File: src/rtl/axi4_lite_pkg.sv
// rtl/axi4_lite_pkg.sv - shared AXI4-Lite master types and response codes
package axi4_lite_pkg;

  typedef enum logic [1:0] {
    ST_IDLE   = 2'd0,
    ST_SEND   = 2'd1,
    ST_WAIT_B = 2'd2
  } state_t;

  localparam logic [1:0] RESP_OKAY   = 2'b00;
  localparam logic [1:0] RESP_EXOKAY = 2'b01;
  localparam logic [1:0] RESP_SLVERR = 2'b10;
  localparam logic [1:0] RESP_DECERR = 2'b11;

endpackage

File: src/rtl/axi4_lite_write_master.sv
// rtl/axi4_lite_write_master.sv - single-outstanding AXI4-Lite write initiator
module axi4_lite_write_master #(
  parameter int ADDR_WIDTH      = 32,
  parameter int DATA_WIDTH      = 32,
  parameter bit HOLD_AW_UNTIL_W = 1'b1
) (
  input  logic                    clk,
  input  logic                    rst,
  input  logic                    req_valid,
  output logic                    req_ready,
  input  logic [ADDR_WIDTH-1:0]   req_addr,
  input  logic [DATA_WIDTH-1:0]   req_data,
  input  logic [DATA_WIDTH/8-1:0] req_strb,
  output logic                    wr_done,
  output logic                    wr_err,
  output logic [ADDR_WIDTH-1:0]   M_AXI_AWADDR,
  output logic                    M_AXI_AWVALID,
  input  logic                    M_AXI_AWREADY,
  output logic [DATA_WIDTH-1:0]   M_AXI_WDATA,
  output logic [DATA_WIDTH/8-1:0] M_AXI_WSTRB,
  output logic                    M_AXI_WVALID,
  input  logic                    M_AXI_WREADY,
  input  logic [1:0]              M_AXI_BRESP,
  input  logic                    M_AXI_BVALID,
  output logic                    M_AXI_BREADY
);
  import axi4_lite_pkg::*;

  localparam int STRB_WIDTH = DATA_WIDTH / 8;

  state_t                  state_q, state_n;
  logic [ADDR_WIDTH-1:0]   awaddr_q, awaddr_n;
  logic [DATA_WIDTH-1:0]   wdata_q, wdata_n;
  logic [STRB_WIDTH-1:0]   wstrb_q, wstrb_n;
  logic                    awvalid_q, awvalid_n;
  logic                    wvalid_q, wvalid_n;
  logic                    bready_q, bready_n;
  logic                    aw_done_q, aw_done_n;
  logic                    w_done_q, w_done_n;
  logic                    wr_done_q, wr_done_n;
  logic                    wr_err_q, wr_err_n;
  logic                    req_ready_q, req_ready_n;
  logic                    aw_hs, w_hs;

  always_ff @(posedge clk or posedge rst) begin
    if (rst) begin
      state_q     <= ST_IDLE;
      awaddr_q    <= '0;
      wdata_q     <= '0;
      wstrb_q     <= '0;
      awvalid_q   <= 1'b0;
      wvalid_q    <= 1'b0;
      bready_q    <= 1'b0;
      aw_done_q   <= 1'b0;
      w_done_q    <= 1'b0;
      wr_done_q   <= 1'b0;
      wr_err_q    <= 1'b0;
      req_ready_q <= 1'b0;
    end else begin
      state_q     <= state_n;
      awaddr_q    <= awaddr_n;
      wdata_q     <= wdata_n;
      wstrb_q     <= wstrb_n;
      awvalid_q   <= awvalid_n;
      wvalid_q    <= wvalid_n;
      bready_q    <= bready_n;
      aw_done_q   <= aw_done_n;
      w_done_q    <= w_done_n;
      wr_done_q   <= wr_done_n;
      wr_err_q    <= wr_err_n;
      req_ready_q <= req_ready_n;
    end
  end

  always_comb begin
    state_n   = state_q;
    awaddr_n  = awaddr_q;
    wdata_n   = wdata_q;
    wstrb_n   = wstrb_q;
    awvalid_n = awvalid_q;
    wvalid_n  = wvalid_q;
    bready_n  = bready_q;
    aw_done_n = aw_done_q;
    w_done_n  = w_done_q;
    wr_done_n = 1'b0;
    wr_err_n  = 1'b0;
    // A held AWVALID after its handshake must not count as a second address beat.
    aw_hs     = awvalid_q && M_AXI_AWREADY && !aw_done_q;
    w_hs      = wvalid_q && M_AXI_WREADY;

    case (state_q)
      ST_IDLE: begin
        if (req_valid && req_ready_q) begin
          awaddr_n  = req_addr;
          wdata_n   = req_data;
          wstrb_n   = req_strb;
          awvalid_n = 1'b1;
          wvalid_n  = 1'b1;
          state_n   = ST_SEND;
        end
      end
      ST_SEND: begin
        if ((aw_done_q || aw_hs) && (w_done_q || w_hs)) begin
          awvalid_n = 1'b0;
          wvalid_n  = 1'b0;
          bready_n  = 1'b1;
          state_n   = ST_WAIT_B;
        end else begin
          if (aw_hs) begin
            aw_done_n = 1'b1;
            if (!HOLD_AW_UNTIL_W) begin
              awvalid_n = 1'b0;
            end
          end
          if (w_hs) begin
            w_done_n = 1'b1;
            wvalid_n = 1'b0;
          end
        end
      end
      ST_WAIT_B: begin
        if (M_AXI_BVALID && bready_q) begin
          bready_n  = 1'b0;
          wr_done_n = 1'b1;
          wr_err_n  = (M_AXI_BRESP != RESP_OKAY);
          aw_done_n = 1'b0;
          w_done_n  = 1'b0;
          state_n   = ST_IDLE;
        end
      end
      default: state_n = ST_IDLE;
    endcase

    req_ready_n = (state_n == ST_IDLE);
  end

  assign req_ready     = req_ready_q;
  assign wr_done       = wr_done_q;
  assign wr_err        = wr_err_q;
  assign M_AXI_AWADDR  = awaddr_q;
  assign M_AXI_AWVALID = awvalid_q;
  assign M_AXI_WDATA   = wdata_q;
  assign M_AXI_WSTRB   = wstrb_q;
  assign M_AXI_WVALID  = wvalid_q;
  assign M_AXI_BREADY  = bready_q;

endmodule

File: config.mk
export PLATFORM = sky130hd
export DESIGN_NAME = axi4_lite_write_master
export DESIGN_NICKNAME = d
export VERILOG_FILES = /design/src/rtl/axi4_lite_pkg.sv /design/src/rtl/axi4_lite_write_master.sv
export SDC_FILE = /design/constraint.sdc
export NUM_CORES = 1
export LEC_CHECK = 0
export ABC_AREA = 1
export BUFFER_PORTS_ARGS = -buffer_cell sky130_fd_sc_hd__buf_2
export CORE_ASPECT_RATIO = 0.8
export CORE_MARGIN = 5
export CORE_UTILIZATION = 39
export DETAILED_ROUTE_END_ITERATION = 8
export PLACE_DENSITY = 0.77
export SLEW_MARGIN = 20
export SYNTH_ARGS = -nofsm -noshare
export SYNTH_HDL_FRONTEND = slang
export SYNTH_SLANG_ARGS = --single-unit
export TNS_END_PERCENT = 20
File: constraint.sdc
create_clock -name clk -period 4.8 [get_ports clk]
set_input_delay 0.48 -clock clk [delete_from_list [all_inputs] [get_ports clk]]
set_output_delay 0.48 -clock clk [all_outputs]
set_load 0.02 [all_outputs]
==> impl_metrics.py <==
metrics = {
    "finish": {
        "nFillCells": 795,
        "final_area_mm2": 0.00432,
        "final_layout_size_suffix_gt1_share_pct": 44.7,
        "seqCellArea_mm2": 0.00195,
        "diodes": 0,
        "final_util_pct": 51.2,
        "area_growth_pct": 28.7,
        "fin_nets": 570,
        "multiInputGateArea_um2": 963,
    },
    "floorplanning": {
        "io_pins": 150,
        "fp.dieW_um": 114,
        "core_area_mm2": 0.00845,
        "die-area_mm2": 0.0106,
        "initial_core_util_pct": 39.8,
        "dieHeight_um": 93.0,
        "rows": 30,
    },
    "pwr": {
        "p_sw_uw": 269,
        "intPower_uw": 924,
        "ir_worst_vdd_mv": 0.135,
        "p_comb_share_pct": 5.1,
        "p_sw_share_pct": 22.6,
        "p_seq_share_pct": 55.0,
        "power_frac_clock_pct": 39.9,
        "power.leakage_uw": 0.00267,
        "power.density_mw_per_mm2": 276,
    },
    "synth": {
        "synthTopCellsByArea": "dfrtp_1 (58%), o21ai_2 (13%), nand2_1 (10%), inv_1 (8.4%), buf_6 (4.4%)",
        "synth.top_cell.area_share_pct": 58.1,
        "synth-seq-cells": 78,
        "yosysTopAreaCell": "dfrtp_1",
        "yosysSeqAreaShare_pct": 58.1,
        "synthTopCellsByCount": "nand2_1 (93), dfrtp_1 (78), inv_1 (75), o21ai_2 (50), o21ai_0 (17)",
        "postSynthCellCount": 345,
        "synth_edf_count": 0,
        "async_flop_share_pct": 100,
        "yosys_warnings": 0,
        "synth.avg_cell_area_um2": 9.74,
        "yosysMostFrequentCell": "nand2_1",
        "synthesis.area_mm2": 0.00336,
        "synth_ff_type": "dfrtp_1",
        "syn_nets": 421,
        "ys_types": 15,
    },
    "detailed_routing": {
        "post_drt_wl_per_cell_um": 11.9,
        "ant_nets": 0,
        "routed_wl_um": 7240,
        "first_pass_iters": 4,
        "via_per_inst": 4.25,
        "vias": 2599,
        "drc_errors": 0,
        "drt-initial-drc-count": 85,
    },
    "critical_path": {
        "end_kind": "flip-flop",
        "regToRegSetupSlack_ns": 2.73,
        "worst_ep_arrival_time_ns": 2.29,
        "crit_path_start": "state_q[1]",
        "r2r-start": "state_q[1]",
        "path_class": "reg2reg",
        "cp_slowest_cell": "nand4_4",
        "crit_family": "simple AND/OR/NAND/NOR gates",
        "start_kind": "flip-flop",
        "worstPathBufferInverterCount": 2,
        "critical_path.cell_chain": "inv_2 > nand4_4 > buf_4 > nand2_1 > o21ai_2",
        "crit_required_ns": 5.02,
        "slowest_delay_ns": 0.68,
        "cp_max_fo": 59,
    },
    "sta": {
        "holdWs_ns": 0.249,
        "fin_crit_ns": 2.07,
        "finalSetupTns_ns": 0,
        "setup_ws_ns": 2.73,
        "clock.fmax_mhz": 484,
        "report.final.slew_viol_count": 0,
        "rsz0062_at_grt": "false",
        "finalHoldViolations": 0,
        "setup_violations": 0,
        "relSlewSlack_pct": 41.1,
        "tightest_slew_ns": 0.881,
        "fin_crit_sh_pct": 43.1,
        "skew_ns": 0.00609,
    },
    "grt": {
        "grt_pass1_wl_um": 11900,
        "grt.overflow.total": 0,
        "antenna_found_initial": 0,
        "first_global_vias": 2555,
        "grt_usage_pct": 13.9,
        "grt_max_degree": 79,
    },
    "placement": {
        "io_buffers": 149,
        "placed_area_mm2": 0.00411,
        "dp_slack_ns": 2.56,
        "place_congestion": 0.808,
        "hpwl_um": 5330,
    },
    "clocking": {
        "cts-resized-gates": 0,
        "htree_num_levels": 3,
        "numCtsBuffers": 9,
        "clock_latency_ns": 0.34,
        "cts_sinks": 78,
        "root_buffer": "clkbuf_8",
        "cts_max_path_buffers": 2,
        "postCtsSetupBuffers": 0,
        "hold_buffers": 0,
        "clk_pin_slew_ns": 0.08,
        "cts_tree": "built",
    },
    "status": {
        "outcome": "completed",
    },
    "flow_run": {
        "drv_cap": 0,
    },
    "min_path": {
        "worstHoldPathType": "in2async",
    },
}
## path summary, 6_finish.rpt
| kind | to | cells past startpoint |
|---|---|---|
| max | M_AXI_AWADDR[23] | 5 |
| min | M_AXI_AWADDR[12] | 3 |
| max reg2reg | M_AXI_AWADDR[23] | 5 |
| min reg2reg | M_AXI_AWADDR[29] | 2 |
| max in group asynchronous | M_AXI_AWADDR[26] | 4 |
| min in group clk | wr_err | 3 |
## worst register-to-register path: cells and delay by family (launching register included)
family | cells | cell delay (ns)
flops | 1 | 0.38
simple gates | 2 | 0.83
buf+inv | 2 | 0.69
compound gates | 1 | 0.05
## layer usage
layer / vias up / share of wire [%] / GRT usage [%]
met4: 0 / 1.1 / 4.50
li1: 1330 / - / -
met5: - / 0 / 0
met3: 7 / 9.0 / 4.53
met1: 1167 / 43 / 17.5
met2: 95 / 47 / 22.7
## layout make-up
cell class / count / share of cell area [%]
Multi-Input combinational cell: 175 / 22.3
Clock inverter: 6 / 1.45
Sequential cell: 78 / 45.1
Tap cell: 112 / 3.24
Timing Repair Buffer: 153 / 18.2
Inverter: 77 / 6.71
Clock buffer: 10 / 2.95
## cell families after synthesis
| logic type | share of synthesized area (%) |
|---|---|
| and+or+nand+nor | 12.4 |
| AOI/OAI and AO/OA | 16.3 |
| buffers and inverters | 13.2 |
| DFF | 58.1 |
## layout by cell type (no fill, tap or decap), drive strengths merged, types with 4 or more instances in the layout
cell type,n
nand2,93
clkbuf,10
buf,153
inv,76
nor2,4
dfrtp,78
nand3,5
o21ai,71
clkinv,6
## flip-flops by register name, summed over array words and instances (netlist names), 2 cells and up
name / count
M_AXI_AWADDR: 32
M_AXI_WSTRB: 4
state_q: 2
M_AXI_WDATA: 32
## stage by stage
step	std cells	total power, uW
floorplan	345	694
global placement	594	729
detailed placement	594	730
CTS	610	1210
global route	611	1250
finish	611	1190
## power by group through the flow
stage,Sequential (uW),Combinational (uW),Clock [uW]
finish,656,61.0,476
global route,656,71.1,523
CTS,656,60.8,497
detailed placement,670,60.7,0
global placement,670,59.4,0
floorplan,670,24.2,0
(Power assumes the default switching activity.)
